$ cat config.mk
export PLATFORM = sky130hd
export DESIGN_NAME = keypad_debounce_encoder
export DESIGN_NICKNAME = d
export VERILOG_FILES = /design/src/rtl/keypad_debounce_encoder.sv
export SDC_FILE = /design/constraint.sdc
export NUM_CORES = 1
export LEC_CHECK = 0
export BUFFER_PORTS_ARGS = -buffer_cell sky130_fd_sc_hd__buf_2
export CORE_UTILIZATION = 40
export DETAILED_ROUTE_END_ITERATION = 10
export GPL_ROUTABILITY_DRIVEN = 1
export PLACE_DENSITY = 0.59
export SKIP_CTS_REPAIR_TIMING = 1
export SLEW_MARGIN = 0
export SYNTH_ARGS = -nofsm -noshare
export SYNTH_HDL_FRONTEND = slang
export SYNTH_SLANG_ARGS = --single-unit
$ cat constraint.sdc
create_clock -name clock -period 5.72 [get_ports clock]
set_clock_uncertainty 0.15 [all_clocks]
set_input_delay 1.144 -clock clock [delete_from_list [all_inputs] [get_ports clock]]
set_output_delay 1.144 -clock clock [all_outputs]
set_load 0.05 [all_outputs]
$ cat src/rtl/keypad_debounce_encoder.sv
// Keypad debouncer and BCD encoder for the oven time-entry panel.
// The ten raw key lines go through a 2-flop synchronizer. A single key must be
// seen stable for DEBOUNCE_CYCLES samples before it is accepted; it is then
// reported once as a BCD digit with a one-cycle strobe. A release must also be
// stable before the key is considered gone.
// Optional feature: define KEYPAD_MULTIKEY_ERR_EN to add a multikey_err strobe,
// which fires for idle samples that have two or more keys down.
module keypad_debounce_encoder #(
    parameter int DEBOUNCE_CYCLES = 4
) (
    input  logic       clock,
    input  logic       clearn,
    input  logic [9:0] keypad,
    output logic [3:0] digit,
    output logic       digit_valid,
    output logic       key_held
`ifdef KEYPAD_MULTIKEY_ERR_EN
    ,
    output logic       multikey_err
`endif
);

    typedef enum logic [1:0] {
        ST_IDLE     = 2'd0,
        ST_DEBOUNCE = 2'd1,
        ST_PRESSED  = 2'd2,
        ST_RELEASE  = 2'd3
    } state_t;

    localparam logic [7:0] CNT_MAX = 8'(DEBOUNCE_CYCLES);

    logic [9:0] sync1_q, sync_q;
    state_t     state_q, state_d;
    logic [7:0] cnt_q, cnt_d;
    logic [9:0] cand_q, cand_d;
    logic [3:0] digit_q, digit_d;
    logic       valid_q, valid_d;
    logic       held_q, held_d;
`ifdef KEYPAD_MULTIKEY_ERR_EN
    logic       mk_err_q, mk_err_d;
`endif

    logic       sync_nonzero, sync_onehot, sync_multi;
    logic [3:0] cand_idx;

    // Two-stage synchronizer for the asynchronous key lines
    always_ff @(posedge clock or negedge clearn) begin
        if (!clearn) begin
            sync1_q <= '0;
            sync_q  <= '0;
        end else begin
            sync1_q <= keypad;
            sync_q  <= sync1_q;
        end
    end

    // Classify the synchronized sample and encode the candidate key index
    always_comb begin
        sync_nonzero = (sync_q != 10'd0);
        sync_onehot  = sync_nonzero && ((sync_q & (sync_q - 10'd1)) == 10'd0);
        sync_multi   = sync_nonzero && !sync_onehot;
        cand_idx     = 4'd0;
        for (int i = 0; i < 10; i++) begin
            if (cand_q[i]) cand_idx = 4'(i);
        end
    end

    // Next-state logic for the debounce FSM; outputs are computed here and registered
    always_comb begin
        state_d  = state_q;
        cnt_d    = cnt_q;
        cand_d   = cand_q;
        digit_d  = digit_q;
        valid_d  = 1'b0;
        held_d   = held_q;
`ifdef KEYPAD_MULTIKEY_ERR_EN
        mk_err_d = 1'b0;
`endif
        case (state_q)
            ST_IDLE: begin
                held_d = 1'b0;
                if (sync_onehot) begin
                    state_d = ST_DEBOUNCE;
                    cand_d  = sync_q;
                    cnt_d   = 8'd1;
                end
`ifdef KEYPAD_MULTIKEY_ERR_EN
                mk_err_d = sync_multi;
`endif
            end
            ST_DEBOUNCE: begin
                if (sync_q == cand_q) begin
                    if (cnt_q >= CNT_MAX) begin
                        // Accepted: report once, then wait for release
                        state_d = ST_PRESSED;
                        digit_d = cand_idx;
                        valid_d = 1'b1;
                        held_d  = 1'b1;
                        cnt_d   = 8'd0;
                    end else if (cnt_q != 8'hFF) begin
                        cnt_d = cnt_q + 8'd1;
                    end
                end else begin
                    // Bounce or a different key: start over from idle
                    state_d = ST_IDLE;
                    cnt_d   = 8'd0;
                end
            end
            ST_PRESSED: begin
                held_d = 1'b1;
                if (!sync_nonzero) begin
                    state_d = ST_RELEASE;
                    cnt_d   = 8'd1;
                end
            end
            ST_RELEASE: begin
                held_d = 1'b1;
                if (sync_nonzero) begin
                    // Release glitch: still the same press, no new strobe
                    state_d = ST_PRESSED;
                    cnt_d   = 8'd0;
                end else if (cnt_q >= CNT_MAX) begin
                    state_d = ST_IDLE;
                    held_d  = 1'b0;
                    cnt_d   = 8'd0;
                end else if (cnt_q != 8'hFF) begin
                    cnt_d = cnt_q + 8'd1;
                end
            end
            default: begin
                state_d = ST_IDLE;
                cnt_d   = 8'd0;
                held_d  = 1'b0;
            end
        endcase
    end

    // FSM state and registered outputs
    always_ff @(posedge clock or negedge clearn) begin
        if (!clearn) begin
            state_q  <= ST_IDLE;
            cnt_q    <= '0;
            cand_q   <= '0;
            digit_q  <= '0;
            valid_q  <= 1'b0;
            held_q   <= 1'b0;
`ifdef KEYPAD_MULTIKEY_ERR_EN
            mk_err_q <= 1'b0;
`endif
        end else begin
            state_q  <= state_d;
            cnt_q    <= cnt_d;
            cand_q   <= cand_d;
            digit_q  <= digit_d;
            valid_q  <= valid_d;
            held_q   <= held_d;
`ifdef KEYPAD_MULTIKEY_ERR_EN
            mk_err_q <= mk_err_d;
`endif
        end
    end

    assign digit        = digit_q;
    assign digit_valid  = valid_q;
    assign key_held     = held_q;
`ifdef KEYPAD_MULTIKEY_ERR_EN
    assign multikey_err = mk_err_q;
`endif

endmodule

Yosys cells after proc, flatten, opt, wreduce, memory -nomap -nowiden --
Index checks and enable logic that the tools add are counted.
Word-level totals: register bits 46, bits of input ports 12, word-level logic and storage cells 63
Cells by class: mux-type cells 31, equality and inequality tests 11, reductions and logical operators 9, bitwise logic cells 1, order comparisons 1, add/sub/neg operators 2
Operator list (count):
- two-way mux 8 bit | 6
- two-way mux 4 bit | 8
- one-hot mux 8 bit (4 select lines) | 1
- two-way mux 2 bit | 6
- bitwise AND 10 bit | 1
- equality test 10 bit | 1
- logical NOT 10 bit | 1
- nonzero test 10 bit | 1
- subtractor 10 x 1 -> 10 bit, second input constant | 1
- adder 8 x 1 -> 8 bit, second input constant | 1
- greater-or-equal comparator 8 x 3 -> 1 bit, second input constant | 1
- two-way mux 1 bit | 8
- != test 2 bit, second input constant | 4
- != test 8 bit, second input constant | 1
- one-hot mux 2 bit (4 select lines) | 1
- != test 3 bit, second input constant | 2
- AND reduction 2 bit | 3
- equality test 2 bit, second input constant | 2
- one-hot mux 1 bit (4 select lines) | 1
- AND reduction 4 bit | 1
- AND reduction 3 bit | 1
- equality test 2 x 1 -> 1 bit, second input constant | 1
- logical NOT 2 bit | 1
- logical AND 1 bit | 1

Logic depth before layout (Yosys ltp) --
depth in word-level cells 9, depth in mapped cells 8

Least setup slack after synthesis --
Ideal clock, no wire load.
path type register -> register, start point register sync_q[0], end point register cand_q[1], library setup time 128 ps, data required time 5442 ps, data arrival time 2244 ps, cell stages (with the launch flop) 7, setup slack 3198 ps, buffers on the path 1, cell sequence dfrtp_1 or4_4 a2111oi_2 nor3_1 a211oi_2 buf_2 mux2_1
On the way: cells in the longest elaborated chain, start to end 5
Ends and longest elaborated chain:
- from (decl) | line 32 | logic [9:0] sync1_q, sync_q;
- from (signal assigned) | line 53 | sync_q <= sync1_q;
- subtractor 10 x 1 -> 10 bit | line 60 | sync_onehot = sync_nonzero && ((sync_q & (sync_q - 10'd1)) == 10'd0);
- bitwise AND 10 bit | line 60
- logical NOT 10 bit | line 60
- logical AND 1 bit * | line 60
- AND reduction 2 bit (no line) *
- to (signal assigned) | line 153 | cand_q <= cand_d;
- to (decl) | line 35 | logic [9:0] cand_q, cand_d;
Mark *: on every way between the ends. The rest lies on a longest branch, timed or not. A chain may end at the register's enable or synchronous reset.

Worst setup path after layout --
start point register sync_q[0], end point register cand_q[5]
The elaborated chain is that of the path after synthesis.

==> results.cfg <==
[critical_path]
rr_endpoint = cand_q[5]$_DFFE_PN0P_
worst_setup_path_end_kind = flip-flop
rr_worst_depth = 5
regToRegSetupSlack_ps = 2740
path_max_fanout = 12
required_ps = 5750
crit_type = reg -> reg
r2r_start = sync_q[0]$_DFF_PN0_
cp_data_arrival_time_ps = 3010
cp-start-kind = flip-flop

[cts]
insertion_delay_ps = 290
clockRootBuffer = clkbuf_8
cts_tree = yes
htree_num_levels = 2
cts_made_buffers = 5
cts.sinks = 46
clk_pin_slew_worst_paths_ps = 90
clock_path_buffers = 2

[route]
route.antenna.remaining_nets = 0
viasPerCell = 5.14
num_vias = 1296
wl_per_cell_um = 13.7
dr.pass1.iters = 4
drc = 0
drt_iter0_markers = 63
wirelength_mm = 3.44

[timing]
setup_viol = 0
tns_ps = 0
max_freq_mhz = 336
hold_viol = 0
tightest_slew_ps = 970
slew_headroom_pct = 35.4
rsz0062_at_grt = no
holdWs_ps = 205
period_share_pct = 52.0
slew_violations = 0
period_needed_ps = 2980

[worst_hold_path]
holdPathStages = 0
hp-start = sync1_q[4]$_DFF_PN0_
hold_class = reg -> reg
worst_hold_path.endpoint = sync_q[4]$_DFF_PN0_

[power_and_ir_drop]
p_per_area_nw_per_um2 = 330
power_leakage_uw = 0.00107
vdd_drop_max_uv = 155

[synth]
syn_inst = 162
synth_area_sq_um = 2010
yosys-top-cells-area = dfrtp_1, mux2_1, ha_1
synthArstFlopShare_pct = 100
muxShareOfSynthArea_pct = 9.07
synth_edf_count = 0
synth_warnings = 0
synth_top_family_by_area = compound AO/OA/AOI/OAI gates
synth.distinct_cells = 41
synth_top_area_share_pct = 57.2
synthAdderAreaFrac_pct = 4.85
seq_area_frac_synth_pct = 57.2
synth_simple_gate_area_share_pct = 10.6
synth-xor-area-share_pct = 4.35
synth_largest_area_cell = dfrtp_1
synth.most_common_cell = dfrtp_1
syn_nets = 181
synth-compound-area-share_pct = 11.4
syn_area_per_cell_sq_um = 12.4
yosys-top-cells-count = dfrtp_1, mux2_1, a21oi_1, nor2_1, xor2_1
ys_ff_latch = 46
synth_flop_cell = dfrtp_1

[run_status]
status = finished, final reports clean

[die]
core_area_sq_um = 4790
io_pins = 18
die_h_um = 72.9
die_w_um = 72.9
dieArea_sq_um = 5320
initial_core_util_pct = 42.1
row_count = 25

[grt]
grt-ovfl-total = 0
grt_pass1_wl_mm = 5.82
grt_usage_pct = 14.8
antenna_found_initial = 0
grt_max_degree = 47
grt_pass1_vias = 1251

[placement]
dp.cells = 244
dpl_cell_area_sq_um = 2170
place_hpwl_mm = 2.47
gp_congestion = 0.815
io_buffers = 17

[finish]
area_growth_pct = 12.3
final_area_sq_um = 2260
fill_cells = 441
final_cells = 252
insertedDiodeCount = 0
seqCellArea_sq_um = 1150
post-route-util_pct = 47.2
multi_input_area_sq_um = 812
drive_gt1_share_pct = 17.8
fin_nets = 203

[flow_run]
max_cap_viol_count = 0
per-stage QoR:
step                      setup WS (ps)  total power (uW)
after floorplan                    3200               512
after global placement             2870               544
after detailed placement           2740               549
after CTS                          2730               757
after global routing               2570               795
final                              2740               747
cell usage in the layout (no fill, tap or decap), drive strengths merged, types with 2 or more instances in the layout:
cell type,instances
a21oi,10
mux2,15
clkbuf,5
dfrtp,46
or4,2
nor2,10
nor4,5
nand2,5
inv,12
a2111oi,2
ha,7
o21ai,9
nor3,2
buf,17
and3,2
nand3,4
nor2b,4
o21bai,2
xor2,10
metal layers:
metal,part of all wire (%),up-vias,global-route usage (%)
met1,46,631,19.1
met5,0,-,0
met2,50,29,24.0
li1,-,632,-
met3,3.3,4,4.14
met4,0.78,0,5.23
layout make-up:
cell class,count,share of cell area [%]
inverters,9,1.49
repair buffers,17,3.76
multi-input cells,105,35.9
well taps,67,3.71
flip-flops and latches,46,50.9
clock inverters,3,1.16
clock buffers,5,3.04
worst max-delay path: stages, from the launching register on:
cell and delay, ps:
dfrtp_1 450, or4_4 570, a2111oi_2 390, nor3_1 170, a211oi_2 740, mux2_1 390
power by group:
group	total (uW)	internal, uW	leakage (uW)	switching [uW]
combinational	160	66.7	0.000433	93.1
clock	205	90.7	0.0000495	114
sequential	383	354	0.000586	28.1
how the worst max path moves through the flow:
stage                              startpoint                    end  slack [ps]  cells after the start
after CTS                 sync_q[0]$_DFF_PN0_  cand_q[5]$_DFFE_PN0P_        2730                      5
after detailed placement  sync_q[0]$_DFF_PN0_  cand_q[5]$_DFFE_PN0P_        2740                      5
final                     sync_q[0]$_DFF_PN0_  cand_q[5]$_DFFE_PN0P_        2740                      5
after floorplan           sync_q[0]$_DFF_PN0_  cand_q[1]$_DFFE_PN0P_        3200                      6
after global routing      sync_q[0]$_DFF_PN0_  cand_q[5]$_DFFE_PN0P_        2570                      5
after global placement    sync_q[0]$_DFF_PN0_  cand_q[7]$_DFFE_PN0P_        2870                      5
flip-flops by register name (all words and copies together) (netlist names):
signal,cells
cand_q,10
cnt_q,8
digit,4
digit_valid,1
key_held,1
state_q,2
sync1_q,10
sync_q,10
kinds of logic (layout without fill, tap and decap cells):
family                     Yosys count  after routing
DFF                                 46             46
adders and majority gates            8              8
buffers and inverters               11             34
and+or+nand+nor                     39             39
AOI/OAI and AO/OA                   32             32
muxes                               16             16
xor gates and xnor gates            10             10
Note: power is estimated with default switching activity, not from simulation.
